--- src/rtl/mlp_collector.sv ---
// rtl/mlp_collector.sv - receive-side AXI-Stream collector for an MLP NoC node
module mlp_collector #(
  parameter int DATAW     = 512,
  parameter int BYTEW     = 8,
  parameter int IDW       = 32,
  parameter int DESTW     = 7,
  parameter int USERW     = 75,
  parameter int DATAUSERW = DATAW + USERW,
  parameter int NODE_ID   = 0,
  parameter int MSG_TYPE  = 2,
  parameter int DEPTH     = 8,
  parameter int MAX_BEATS = 256
) (
  input  logic                 clk,
  input  logic                 rst,
  input  logic                 axis_rx_tvalid,
  input  logic [DATAUSERW-1:0] axis_rx_tdata,
  input  logic [BYTEW-1:0]     axis_rx_tstrb,
  input  logic [BYTEW-1:0]     axis_rx_tkeep,
  input  logic [IDW-1:0]       axis_rx_tid,
  input  logic [DESTW-1:0]     axis_rx_tdest,
  input  logic [USERW-1:0]     axis_rx_tuser,
  input  logic                 axis_rx_tlast,
  output logic                 axis_rx_tready,
  output logic                 out_valid,
  output logic [DATAW-1:0]     out_data,
  output logic                 out_last,
  input  logic                 out_ready,
  output logic [15:0]          pkt_count,
  output logic                 err_dest,
  output logic                 err_type,
  output logic                 err_len
);

  localparam int PTRW = (DEPTH > 1) ? $clog2(DEPTH) : 1;
  localparam int CNTW = $clog2(DEPTH + 1);
  localparam int BCW  = $clog2(MAX_BEATS + 1);

  // DROP swallows the tail of a packet that was cut short by the length limit
  typedef enum logic [1:0] {IDLE, RECV, DROP} state_t;

  state_t              state, state_n;
  logic [BCW-1:0]      beat_cnt, beat_cnt_n;
  logic [DATAW:0]      mem [DEPTH];
  logic [PTRW-1:0]     wr_ptr, rd_ptr;
  logic [CNTW-1:0]     mem_cnt, mem_cnt_n, occ_n;
  logic                out_valid_n;

  logic                accept, dest_ok, type_ok, good;
  logic                push, push_last, set_len, pkt_done, load;
  logic [DATAW-1:0]    payload;
  logic [1:0]          msg_type;

  // Sideband fields are carried but never interpreted here
  logic unused_inputs;
  assign unused_inputs = ^{axis_rx_tdata[DATAUSERW-1:DATAW+11], axis_rx_tdata[DATAW+8:DATAW],
                           axis_rx_tstrb, axis_rx_tkeep, axis_rx_tid, axis_rx_tuser};

  assign accept   = axis_rx_tvalid & axis_rx_tready;
  assign payload  = axis_rx_tdata[DATAW-1:0];
  assign msg_type = axis_rx_tdata[DATAW+10:DATAW+9];
  assign dest_ok  = (axis_rx_tdest == DESTW'(NODE_ID));
  assign type_ok  = (msg_type == 2'(MSG_TYPE));
  assign good     = dest_ok & type_ok;

  // Packet framing: decide what to store, when a packet closes and when the length limit trips
  always_comb begin
    state_n    = state;
    beat_cnt_n = beat_cnt;
    push       = 1'b0;
    push_last  = 1'b0;
    set_len    = 1'b0;
    pkt_done   = 1'b0;
    if (accept) begin
      case (state)
        IDLE, RECV: begin
          if (good) begin
            push = 1'b1;
            if (axis_rx_tlast) begin
              push_last  = 1'b1;
              pkt_done   = 1'b1;
              state_n    = IDLE;
              beat_cnt_n = '0;
            end else if (beat_cnt == BCW'(MAX_BEATS - 1)) begin
              push_last  = 1'b1;
              set_len    = 1'b1;
              state_n    = DROP;
              beat_cnt_n = beat_cnt + 1'b1;
            end else begin
              state_n    = RECV;
              beat_cnt_n = beat_cnt + 1'b1;
            end
          end else if (axis_rx_tlast) begin
            pkt_done   = (state == RECV);
            state_n    = IDLE;
            beat_cnt_n = '0;
          end
        end
        DROP: begin
          if (axis_rx_tlast) begin
            pkt_done   = 1'b1;
            state_n    = IDLE;
            beat_cnt_n = '0;
          end
        end
        default: begin
          state_n    = IDLE;
          beat_cnt_n = '0;
        end
      endcase
    end
  end

  // The output register counts as one buffer slot, so occupancy spans memory plus out_valid
  always_comb begin
    load        = (mem_cnt != '0) && (!out_valid || out_ready);
    mem_cnt_n   = mem_cnt + CNTW'(push) - CNTW'(load);
    out_valid_n = load | (out_valid & ~out_ready);
    occ_n       = mem_cnt_n + CNTW'(out_valid_n);
  end

  // Framing state, status counters and sticky error flags
  always_ff @(posedge clk or negedge rst) begin
    if (!rst) begin
      state     <= IDLE;
      beat_cnt  <= '0;
      pkt_count <= '0;
      err_dest  <= 1'b0;
      err_type  <= 1'b0;
      err_len   <= 1'b0;
    end else begin
      state    <= state_n;
      beat_cnt <= beat_cnt_n;
      if (pkt_done) pkt_count <= pkt_count + 16'd1;
      if (accept && !dest_ok) err_dest <= 1'b1;
      if (accept && !type_ok) err_type <= 1'b1;
      if (set_len) err_len <= 1'b1;
    end
  end

  // Buffer storage, written without reset since occupancy alone defines valid entries
  always_ff @(posedge clk) begin
    if (push) mem[wr_ptr] <= {push_last, payload};
  end

  // Pointers, occupancy, registered ready and the registered output stage
  always_ff @(posedge clk or negedge rst) begin
    if (!rst) begin
      wr_ptr         <= '0;
      rd_ptr         <= '0;
      mem_cnt        <= '0;
      out_valid      <= 1'b0;
      out_data       <= '0;
      out_last       <= 1'b0;
      axis_rx_tready <= 1'b0;
    end else begin
      if (push) wr_ptr <= wr_ptr + 1'b1;
      if (load) begin
        rd_ptr               <= rd_ptr + 1'b1;
        {out_last, out_data} <= mem[rd_ptr];
      end
      mem_cnt        <= mem_cnt_n;
      out_valid      <= out_valid_n;
      axis_rx_tready <= (occ_n != CNTW'(DEPTH));
    end
  end

endmodule

--- config.mk ---
export PLATFORM = sky130hd
export DESIGN_NAME = mlp_collector
export DESIGN_NICKNAME = d
export VERILOG_FILES = /design/src/rtl/mlp_collector.sv
export SDC_FILE = /design/constraint.sdc
export NUM_CORES = 2
export LEC_CHECK = 0
export BUFFER_PORTS_ARGS = -buffer_cell sky130_fd_sc_hd__buf_2
export CORE_ASPECT_RATIO = 0.75
export CORE_MARGIN = 3
export CORE_UTILIZATION = 30
export DETAILED_ROUTE_END_ITERATION = 6
export HOLD_SLACK_MARGIN = 0.1
export PLACE_DENSITY = 0.56
export SYNTH_ARGS = -nofsm -noshare
export SYNTH_HDL_FRONTEND = slang
export SYNTH_MEMORY_MAX_BITS = 65536
export SYNTH_SLANG_ARGS = --single-unit
--- constraint.sdc ---
create_clock -name clk -period 39.9 [get_ports clk]
set_clock_uncertainty 0.2 [all_clocks]
set_input_delay 3.99 -clock clk [delete_from_list [all_inputs] [get_ports clk]]
set_output_delay 3.99 -clock clk [all_outputs]
set_load 0.01 [all_outputs]
==> reports/results.txt <==
Chip Width: 883 um
CTS Buffer Depth: 4
critical path's largest stage delay: 780 ps
Syn Area/Cell: 22.2 um^2
sequential fraction of the synthesis area: 0.792
fraction of layout cells with a size suffix above 1: 0.314
Hold Buf Count CTS: 0
worst-margin pin slew: 1190 ps
Resized Gates After CTS: 0
DR WL/cell: 25.7 um
crit path launch type: input port
Seq cells post-synth: 4,659
row count: 240
Final nets: 9,821
cell-internal power: 9460 uW
worst relative slew slack: 0.209
Logic pwr share: 0.240
Tcrit/Tclk final: 0.238
worst setup path class: in2reg
leading area contributor after synthesis: edfxtp_1
fin crit period: 9510 ps
synth top area cells: edfxtp_1 (71%), mux4_2 (13%), dfrtp_1 (8.0%), mux2i_1 (3.0%), o21ai_0 (1.4%)
critical path, cell by cell: buf_2 > nor4_4 > and4_1 > buf_4 > nand2b_1 > nor3_4 > buf_4 > buf_4 > buf_4 > buf_4 > buf_4 > buf_4
slowest CP cell: buf_4
Max Cap Viol: 0
Critical Path End Type: flop
Crit Path Max Fanout: 46
utilization after layout: 0.355
DR iter-0 viols: 7,008
Area Overhead vs Synth: 17.2%
post-CTS setup buffers: 0
Peak Freq: 0.105 GHz
GRT Resource Usage Total: 0.146
status: completed
Pre-antenna DRT Iters: 5
top cell type's share of synthesized area: 0.712
Clock transition at path regs: 60 ps
GP Congestion: 0.758
clock latency on the worst-skew pair: 1040 ps
Pwr Density: 65.5 mW/mm^2
most frequent CP cell: buf_4
Die Y: 664 um
clock power share: 0.323
total CTS buffers: 445
Post-synth ARST share: 0.119
Hold Path Class: reg2reg
Detailed Route WL: 441,000 um
setup TNS: 0 ps
Psw: 3830 uW
synthesis warning total: 0
via count: 82,000
Clock H-tree levels: 5
# clock sinks: 4,659
Syn Nets: 8,540
Final HPWL DP: 264,000 um
grt total ovfl: 0
Switching Share: 0.288
Root Driver: clkbuf_16
Routed Antenna Nets: 0
vias per cell: 4.78
IO Port Bufs: 1,059
max-slew violation count: 0
core area: 0.572 mm^2
Post-synth EDFFs: 4,104
Initial Util: 0.302
final hold violations: 0
Die Outline Area: 0.586 mm^2
CTS tree: yes
final setup violation count: 0
Worst Path Required: 40,270 ps
Mapped Area: 0.173 mm^2
Synth Flop Type: edfxtp_1
Yosys cell types: 57
Leak Pwr: 0.0679 uW
critical path arrival: 9880 ps
initial antenna violation count: 218
Peak VDD IR: 0.0522 mV
Mapped Cells: 7,805
largest net degree at the start of global routing: 174
sequential power share: 0.437
vias in the first global route: 84,200
I/O pins: 1,256
first-pass GRT wire length: 632,000 um
number of remaining DRC errors: 0
RSZ-0062 raised after global routing: false
-- logic make-up after synthesis --
family,Yosys count,share of synthesized area
flip-flops,4659,0.792
multiplexers,1543,0.163
AND/OR/NAND/NOR,609,0.0147
AO/OA/AOI/OAI,545,0.0162
buffers and inverters,415,0.0115
XOR/XNOR,21,0.00106
adder cells (fa/ha/maj),13,0.000983
-- power by group through the flow --
stage	Sequential, uW	Clock [uW]	Combinational (uW)
final	5800	4290	3190
after global routing	5830	4610	3460
after CTS	5810	4400	3280
after detailed placement	5900	0	3280
after global placement	5900	0	3250
after floorplan	5930	0	2090
-- worst paths after layout --
kind / from / endpoint / slack, ps / cells after the start
max in group asynchronous: rst / out_data[38] / 31790 / 7
hold reg to reg: pkt_count[15] / pkt_count[15] / 260 / 1
setup / recovery: axis_rx_tdest[2] / mem[0][294] / 30390 / 12
min in group asynchronous: rst / out_data[426] / 2820 / 1
setup reg to reg: state[1] / mem[0][294] / 33230 / 11
hold / removal: pkt_count[15] / pkt_count[15] / 260 / 1
-- layout make-up --
class,count,area (um^2)
well taps,7623,9540
inverters,12,45.0
diodes,58,145
multi-input cells,2731,34100
fillers,52600,369000
clock buffers,634,12600
clock inverters,211,2530
repair buffers,1237,6880
flip-flops and latches,4659,137000
-- stage by stage --
stage	power (uW)	worst slack (ps)	instances	area [um^2]	hold WS [ps]
after detailed placement	9180	29270	16300	188000	251
after global placement	9140	29260	16300	188000	237
after global routing	13900	30190	17100	203000	276
after CTS	13500	30400	17100	203000	266
after floorplan	8020	12120	7805	173000	243
final	13300	30390	17200	203000	264
-- metal layers --
metal / GRT usage / vias to the layer above / wire length, um
li1: - / 34700 / -
met1: 0.191 / 44100 / 182000
met2: 0.249 / 2283 / 221000
met3: 0.0288 / 834 / 24600
met4: 0.0388 / 56 / 13200
met5: 0 / - / 352
-- worst max-delay path: cells and delay by family --
| kind | cells | cell delay (ps) |
|---|---|---|
| AND/OR/NAND/NOR | 4 | 1150 |
| buffers and inverters | 8 | 4440 |
-- placed cells by master (no fill, tap or decap), types with 4 or more instances in the layout --
master      count
edfxtp_1     4104
buf_2        1058
mux4_2       1026
dfrtp_1       552
nand2_1       532
mux2i_1       515
o21ai_0       487
clkbuf_16     445
buf_4         159
clkbuf_1      117
clkinv_2       75
clkbuf_8       72
diode_2        58
clkinv_1       48
bufinv_16      35
o21ai_1        30
clkinv_16      19
buf_12         19
xor2_1         15
inv_1          12
ha_1           12
nor2_1         11
clkinvlp_4     10
a31oi_1         8
clkinv_4        8
inv_6           8
nand2b_1        6
xnor2_1         6
and3_1          6
nor2_4          6
nand3_1         6
nand4_1         5
nor4_2          5
and4_1          4
a21oi_1         4
nor3_1          4
clkinv_8        4
-- synthesized netlist by cell type, types with 5 or more instances --
master / count
a31oi_1: 8
and3_1: 6
buf_1: 83
buf_2: 163
buf_4: 47
buf_6: 6
clkbuf_1: 104
dfrtp_1: 555
edfxtp_1: 4104
ha_1: 12
inv_1: 12
mux2i_1: 515
mux4_2: 1026
nand2_1: 532
nand2b_1: 6
nand3_1: 6
nand4_1: 5
nor2_1: 17
nor3_1: 6
nor4_2: 5
o21ai_0: 487
o21ai_1: 31
xnor2_1: 6
xor2_1: 15
-- flip-flops by register name, summed over array words and instances (netlist names), 2 cells and up --
register   flops
out_data     512
state          2
pkt_count     16
wr_ptr         3
mem         4104
rd_ptr         3
beat_cnt       9
mem_cnt        4
No activity file was read; power rests on OpenSTA's default activity.
